[config.mk]
export PLATFORM = sky130hd
export DESIGN_NAME = mm_load_sequencer
export DESIGN_NICKNAME = d
export VERILOG_FILES = /design/src/rtl/mm_pkg.sv /design/src/rtl/mm_elem_counter.sv /design/src/rtl/mm_load_sequencer.sv
export SDC_FILE = /design/constraint.sdc
export NUM_CORES = 1
export LEC_CHECK = 0
export BUFFER_PORTS_ARGS = -buffer_cell sky130_fd_sc_hd__buf_2
export CAP_MARGIN = 20
export CORE_UTILIZATION = 33
export DETAILED_ROUTE_END_ITERATION = 7
export PLACE_DENSITY_LB_ADDON = 0.25
export SYNTH_ARGS = -nofsm -noshare
export SYNTH_HDL_FRONTEND = slang
export SYNTH_SLANG_ARGS = --single-unit
[constraint.sdc]
create_clock -name clk -period 1.5 [get_ports clk]
set_input_delay 0.075 -clock clk [delete_from_list [all_inputs] [get_ports clk]]
set_output_delay 0.075 -clock clk [all_outputs]
set_load 0.01 [all_outputs]
[src/rtl/mm_pkg.sv]
`default_nettype none
// ============================================================================
// Module   : mm_pkg
// Purpose  : Shared constants, state encoding and unload-select helper for
//            the 3x3 matrix-multiply bank, MAC array and load sequencer.
// Revision : 1.0  initial release
// ============================================================================
package mm_pkg;

  localparam int MM_DIM    = 3;
  localparam int MM_ELEMS  = MM_DIM * MM_DIM;
  localparam int MM_DATA_W = 4;

  typedef enum logic [2:0] {
    ST_IDLE   = 3'd0,
    ST_CLR    = 3'd1,
    ST_LOAD_W = 3'd2,
    ST_LOAD_X = 3'd3,
    ST_STEP   = 3'd4,
    ST_DONE   = 3'd5
  } mm_state_e;

  localparam logic [2:0] MM_SEL_NONE = 3'b000;

  // One-hot unload select for step k (1..3); anything else selects nothing.
  function automatic logic [2:0] mm_unload_sel(input logic [1:0] k);
    logic [2:0] sel;
    sel = MM_SEL_NONE;
    case (k)
      2'd1:    sel = 3'b001;
      2'd2:    sel = 3'b010;
      2'd3:    sel = 3'b100;
      default: sel = MM_SEL_NONE;
    endcase
    return sel;
  endfunction

endpackage
`default_nettype wire

[src/rtl/mm_elem_counter.sv]
`default_nettype none
// ============================================================================
// Module   : mm_elem_counter
// Purpose  : 4-bit element counter with clear, increment and a terminal flag
//            at MM_ELEMS-1; shared by the W and X load phases.
// Revision : 1.0  initial release
// ============================================================================
module mm_elem_counter
  import mm_pkg::*;
(
  input  logic clk,
  input  logic clear_n,
  input  logic clr,
  input  logic inc,
  output logic last
);

  localparam logic [3:0] c_LAST = 4'(MM_ELEMS - 1);

  logic [3:0] r_count;

  assign last = (r_count == c_LAST);

  // Holds at the terminal value rather than wrapping; clear has priority.
  always_ff @(posedge clk or negedge clear_n) begin
    if (!clear_n) begin
      r_count <= 4'd0;
    end else if (clr) begin
      r_count <= 4'd0;
    end else if (inc && !last) begin
      r_count <= r_count + 4'd1;
    end
  end

endmodule
`default_nettype wire

[src/rtl/mm_load_sequencer.sv]
`default_nettype none
// ============================================================================
// Module   : mm_load_sequencer
// Purpose  : Loads W then X into the 3x3 bank from a valid/ready stream and
//            steps the three unload selects with MAC accumulate control.
// Revision : 1.0  initial release
// ============================================================================
module mm_load_sequencer
  import mm_pkg::*;
#(
  parameter int DATA_W = MM_DATA_W,
  parameter int DIM    = MM_DIM,
  parameter int SETTLE = 1
) (
  input  logic              clk,
  input  logic              clear_n,
  input  logic              go,
  input  logic              abort,
  input  logic [DATA_W-1:0] in_data,
  input  logic              in_valid,
  output logic              in_ready,
  output logic [DATA_W-1:0] mem_data,
  output logic              mem_load_w,
  output logic              mem_load_x,
  output logic              mem_clear,
  output logic              unload1,
  output logic              unload2,
  output logic              unload3,
  output logic              acc_clr,
  output logic              acc_en,
  output logic              busy,
  output logic              done
);

  localparam logic [1:0] c_LAST_K = 2'(DIM);
  localparam logic [1:0] c_SETTLE = 2'(SETTLE);

  mm_state_e  r_state;
  logic [1:0] r_k;
  logic [1:0] r_wait;
  logic [2:0] r_unload;
  logic       r_mem_clear;
  logic       r_acc_clr;
  logic       r_acc_en;
  logic       r_busy;
  logic       r_done;

  logic       w_loading;
  logic       w_hs;
  logic       w_last;
  logic       w_abort;
  logic       w_cnt_clr;

  assign w_loading  = (r_state == ST_LOAD_W) || (r_state == ST_LOAD_X);
  assign w_abort    = abort && (r_state != ST_IDLE);
  assign in_ready   = w_loading && !abort;
  assign w_hs       = in_valid && in_ready;
  assign mem_load_w = w_hs && (r_state == ST_LOAD_W);
  assign mem_load_x = w_hs && (r_state == ST_LOAD_X);
  assign mem_data   = in_ready ? in_data : '0;
  assign w_cnt_clr  = (r_state == ST_CLR) || (w_hs && w_last) || w_abort;

  assign mem_clear = r_mem_clear;
  assign unload1   = r_unload[0];
  assign unload2   = r_unload[1];
  assign unload3   = r_unload[2];
  assign acc_clr   = r_acc_clr;
  assign acc_en    = r_acc_en;
  assign busy      = r_busy;
  assign done      = r_done;

  mm_elem_counter u_elem_counter (
    .clk     (clk),
    .clear_n (clear_n),
    .clr     (w_cnt_clr),
    .inc     (w_hs),
    .last    (w_last)
  );

  always_ff @(posedge clk or negedge clear_n) begin
    if (!clear_n) begin
      r_state     <= ST_IDLE;
      r_k         <= 2'd0;
      r_wait      <= 2'd0;
      r_unload    <= MM_SEL_NONE;
      r_mem_clear <= 1'b0;
      r_acc_clr   <= 1'b0;
      r_acc_en    <= 1'b0;
      r_busy      <= 1'b0;
      r_done      <= 1'b0;
    end else begin
      r_mem_clear <= 1'b0;
      r_acc_clr   <= 1'b0;
      r_acc_en    <= 1'b0;
      r_done      <= 1'b0;
      if (w_abort) begin
        // Abandon the job and wipe the partially written bank.
        r_state     <= ST_IDLE;
        r_k         <= 2'd0;
        r_wait      <= 2'd0;
        r_unload    <= MM_SEL_NONE;
        r_mem_clear <= 1'b1;
        r_busy      <= 1'b0;
      end else begin
        case (r_state)
          ST_IDLE: begin
            if (go) begin
              r_state     <= ST_CLR;
              r_mem_clear <= 1'b1;
              r_busy      <= 1'b1;
            end
          end
          ST_CLR: begin
            r_state <= ST_LOAD_W;
          end
          ST_LOAD_W: begin
            if (w_hs && w_last) begin
              r_state <= ST_LOAD_X;
            end
          end
          ST_LOAD_X: begin
            if (w_hs && w_last) begin
              r_state   <= ST_STEP;
              r_k       <= 2'd1;
              r_wait    <= 2'd0;
              r_unload  <= mm_unload_sel(2'd1);
              r_acc_clr <= 1'b1;
            end
          end
          ST_STEP: begin
            // Hold each select SETTLE extra cycles; accumulate on the last one.
            if (r_wait != c_SETTLE) begin
              r_wait   <= r_wait + 2'd1;
              r_acc_en <= ((r_wait + 2'd1) == c_SETTLE);
            end else if (r_k != c_LAST_K) begin
              r_k      <= r_k + 2'd1;
              r_wait   <= 2'd0;
              r_unload <= mm_unload_sel(r_k + 2'd1);
            end else begin
              r_state  <= ST_DONE;
              r_k      <= 2'd0;
              r_wait   <= 2'd0;
              r_unload <= MM_SEL_NONE;
              r_done   <= 1'b1;
            end
          end
          ST_DONE: begin
            r_state <= ST_IDLE;
            r_busy  <= 1'b0;
          end
          default: begin
            r_state  <= ST_IDLE;
            r_unload <= MM_SEL_NONE;
            r_busy   <= 1'b0;
          end
        endcase
      end
    end
  end

endmodule
`default_nettype wire

==> results.md <==
- Max cap viols: 0
- Pleak: slightly above 0.8 nW
- IO Port Bufs: 23
- H-tree Lvls: 1
- Vias in the first global route: 995
- Pre-CTS WS: -0.00355 ns
- Syn_area_per_cell: 9.88 um2
- DR DRC count: 0
- Mapped Area: 0.00116 mm2
- Outcome: complete, but fails checks
- Hold Vio Cnt, Final: 0
- First-pass DRT Iterations: 4
- DR WL/cell: ~13 um
- GPL Wtd Cong: 0.845
- Critical Path RT: between 1 and 1.5 ns
- Chip width: between 60 and 70 um
- Startpoint class of the critical path: flip-flop
- Worst Setup Slack, final: -0.0367 ns
- Post-Synthesis Cells: 117
- Max Freq: 651 MHz
- Initial DRC count: 20
- Ant diodes: 0
- Sequential area share after synthesis: 0.411
- Std-Cell Rows: 21
- WS Path Type: reg2out
- CTS tree: built
- Final ANT Viol Nets: 0
- Die ar.: ~0.0037 mm2
- Final Cycle Share: 1.02
- First-pass GRT wire length: 4310 um
- Tmin final: 1.54 ns
- Worst Path Arrival: roughly 1.5 ns
- Critical Path Sink Type: primary output
- Remaining global-route overflow: 0
- Die height: 61.2 um
- Final setup violation count: 5
- Placed Area: 0.00140 mm2
- Synthesis warning total: 0
- Worst-path clk slew: roughly 0.11 ns
- Core region area: 0.00334 mm2
- Post-route design area: 0.00163 mm2
- Maximum number of pins on one net before global-route repair: 20
- Worst hold slack: 0.0476 ns
- Initial Util: 0.346
- Multi-input combinational cell area: 681 um2
- DR vias/cell: just under 5
- Failing checks: negative setup slack
- Worst skew pair latency: 0.31 ns
- RSZ-0062 raised after global routing: true
- Area delta synth->final: 41.1%
- WL final: 2880 um
- Synth unique cells: 39
- Synth Net Count: 132
- Worst hold path class: in2reg
- Tightest Pin Transition: 0.444 ns
- Worst IR Drop VDD: 400 uV
- Fill cell count: ~330
- CTS root buf: clkbuf_4
- Clock sinks: 19
- Worst Clk Skew: 0.00619 ns
- Dpl hpwl: 1870 um
- CTS Buf Count: 3
- CTS max path bufs: 2
- Slew HR: 0.704
- Final slew viol count: 0
- CP max FO: 7
- DR vias: 1039
- FF+latch area: 479 um2
- Post-synthesis register bit count: 19
- Overall routing resource usage: 0.160
- IO Pins: 24
- PwrDens: 793 mW/mm2
- Fraction of final layout cells sized beyond drive strength 1: 0.476
- Nets@finish: 184
- Initial antenna violation count: 0
==> synthesized netlist by cell type (all sizes together) <==
| cell type | instances | area, um2 |
|---|---|---|
| nand3b | 2 | 15.0 |
| a21oi | 6 | 33.8 |
| mux2 | 1 | 15.0 |
| nor3 | 3 | 15.0 |
| o21ai | 10 | 53.8 |
| or3b | 1 | 11.3 |
| buf | 5 | 42.5 |
| ha | 6 | 75.1 |
| inv | 11 | 41.3 |
| nand4b | 2 | 32.5 |
| a32o | 1 | 10.0 |
| o21a | 1 | 7.51 |
| nor2 | 8 | 32.5 |
| and3 | 2 | 12.5 |
| nor3b | 1 | 12.5 |
| o221a | 1 | 11.3 |
| nor2b | 3 | 21.3 |
| o31ai | 1 | 21.3 |
| a22o | 1 | 8.76 |
| nand3 | 5 | 25.0 |
| and2 | 4 | 25.0 |
| nor4 | 2 | 12.5 |
| nand2b | 1 | 6.26 |
| mux2i | 5 | 50.1 |
| o31a | 1 | 8.76 |
| dfrtp | 19 | 475 |
| nand2 | 8 | 30.0 |
| or2 | 1 | 6.26 |
| o211ai | 1 | 12.5 |
| a211oi | 1 | 7.51 |
| xnor2 | 1 | 8.76 |
| a21o | 2 | 15.0 |
==> cell families (layout without fill, tap and decap cells) <==
group | count (synthesis) | count (layout) | synth area share
AOI/OAI and AO/OA | 26 | 26 | 0.165
xor gates and xnor gates | 1 | 1 | 0.00758
muxes | 6 | 6 | 0.0563
buffers and inverters | 16 | 67 | 0.0725
and+or+nand+nor | 43 | 43 | 0.223
adders and majority gates | 6 | 6 | 0.0649
DFF | 19 | 19 | 0.411
==> per-layer routing <==
metal,routed length (um),up-vias,track usage,part of all wire
li1,-,506,-,-
met5,0,-,0,0
met4,60,0,0.0909,0.021
met1,1300,507,0.194,0.45
met3,93,7,0.0252,0.032
met2,1430,19,0.270,0.50
==> worst paths after layout <==
path                                                  end        from  cells after the start  slack, ns
worst max-delay path                          mem_data[0]  r_state[2]                      4      -0.04
worst min-delay path                            mem_clear          go                      3       0.05
worst max register to register  u_elem_counter.r_count[2]  r_state[2]                      7      -0.04
worst min register to register                     acc_en   r_wait[0]                      1       0.50
max in group asynchronous                      r_state[2]     clear_n                      2       0.94
min in group asynchronous       u_elem_counter.r_count[0]     clear_n                      2       0.23
==> sequential cells by signal, indices dropped and copies added (netlist names) <==
signal,count
mem_clear,1
busy,1
r_k,2
done,1
u_elem_counter.r_count,4
acc_en,1
r_unload,3
acc_clr,1
r_wait,2
r_state,3
==> per-stage QoR <==
step / utilization / total power, mW / TNS [ns] / instances
6_report: 0.489 / 1.29 / -0.105 / 214
5_1_grt: 0.489 / 1.38 / -0.804 / 214
4_1_cts: 0.445 / 1.24 / -0.0148 / 207
3_5_place_dp: 0.420 / 0.938 / -0.00355 / 196
3_3_place_gp: 0.420 / 0.926 / 0 / 196
2_1_floorplan: - / 0.801 / 0 / 117
==> cell type report <==
| type | count | area share |
|---|---|---|
| tap | 46 | 0.0353 |
| inverter | 11 | 0.0253 |
| sequential | 19 | 0.294 |
| clock buffer | 4 | 0.0161 |
| timing repair buffer | 52 | 0.212 |
| multi-input combinational | 82 | 0.417 |
==> timing repair <==
item                                    4_1_cts  5_1_grt
hold buffers                                  1        0
gates cloned                                  0        1
hold endpoints to repair                     19        0
endpoints found under the setup margin        8       13
pin swaps                                     1        6
resized for setup                             2       26
setup buffers                                 6        6
==> critical path, cell delays in order (launching register included) <==
cell     delay, ns
dfrtp_2       0.49
nor3b_4       0.24
buf_2         0.19
and2_1        0.13
buf_2         0.12
==> report_power, final <==
part / switching, mW / internal (mW)
Combinational: 0.209 / 0.209
Clock: 0.170 / 0.104
Sequential: 0.0478 / 0.554
Total: 0.427 / 0.868
==> layout by cell type, fill, tap and decap left out, types with 2 or more instances in the layout <==
cell | Yosys | routed
buf_4 | 2 | 25
buf_2 | 1 | 23
dfrtp_1 | 19 | 16
inv_1 | 11 | 8
o21ai_0 | 9 | 8
nand2_1 | 8 | 7
nor2_1 | 7 | 5
a21oi_1 | 5 | 5
mux2i_1 | 5 | 5
ha_1 | 6 | 5
and2_1 | 4 | 4
nand3_1 | 5 | 4
inv_2 | 0 | 3
nor2_2 | 1 | 3
clkbuf_4 | 0 | 3
buf_6 | 2 | 3
dfrtp_2 | 0 | 3
nor2b_4 | 0 | 2
nor3_2 | 0 | 2
nand3b_1 | 2 | 2
a21o_1 | 2 | 2
nor4_1 | 2 | 2
Power figures use the tool's default switching activity.
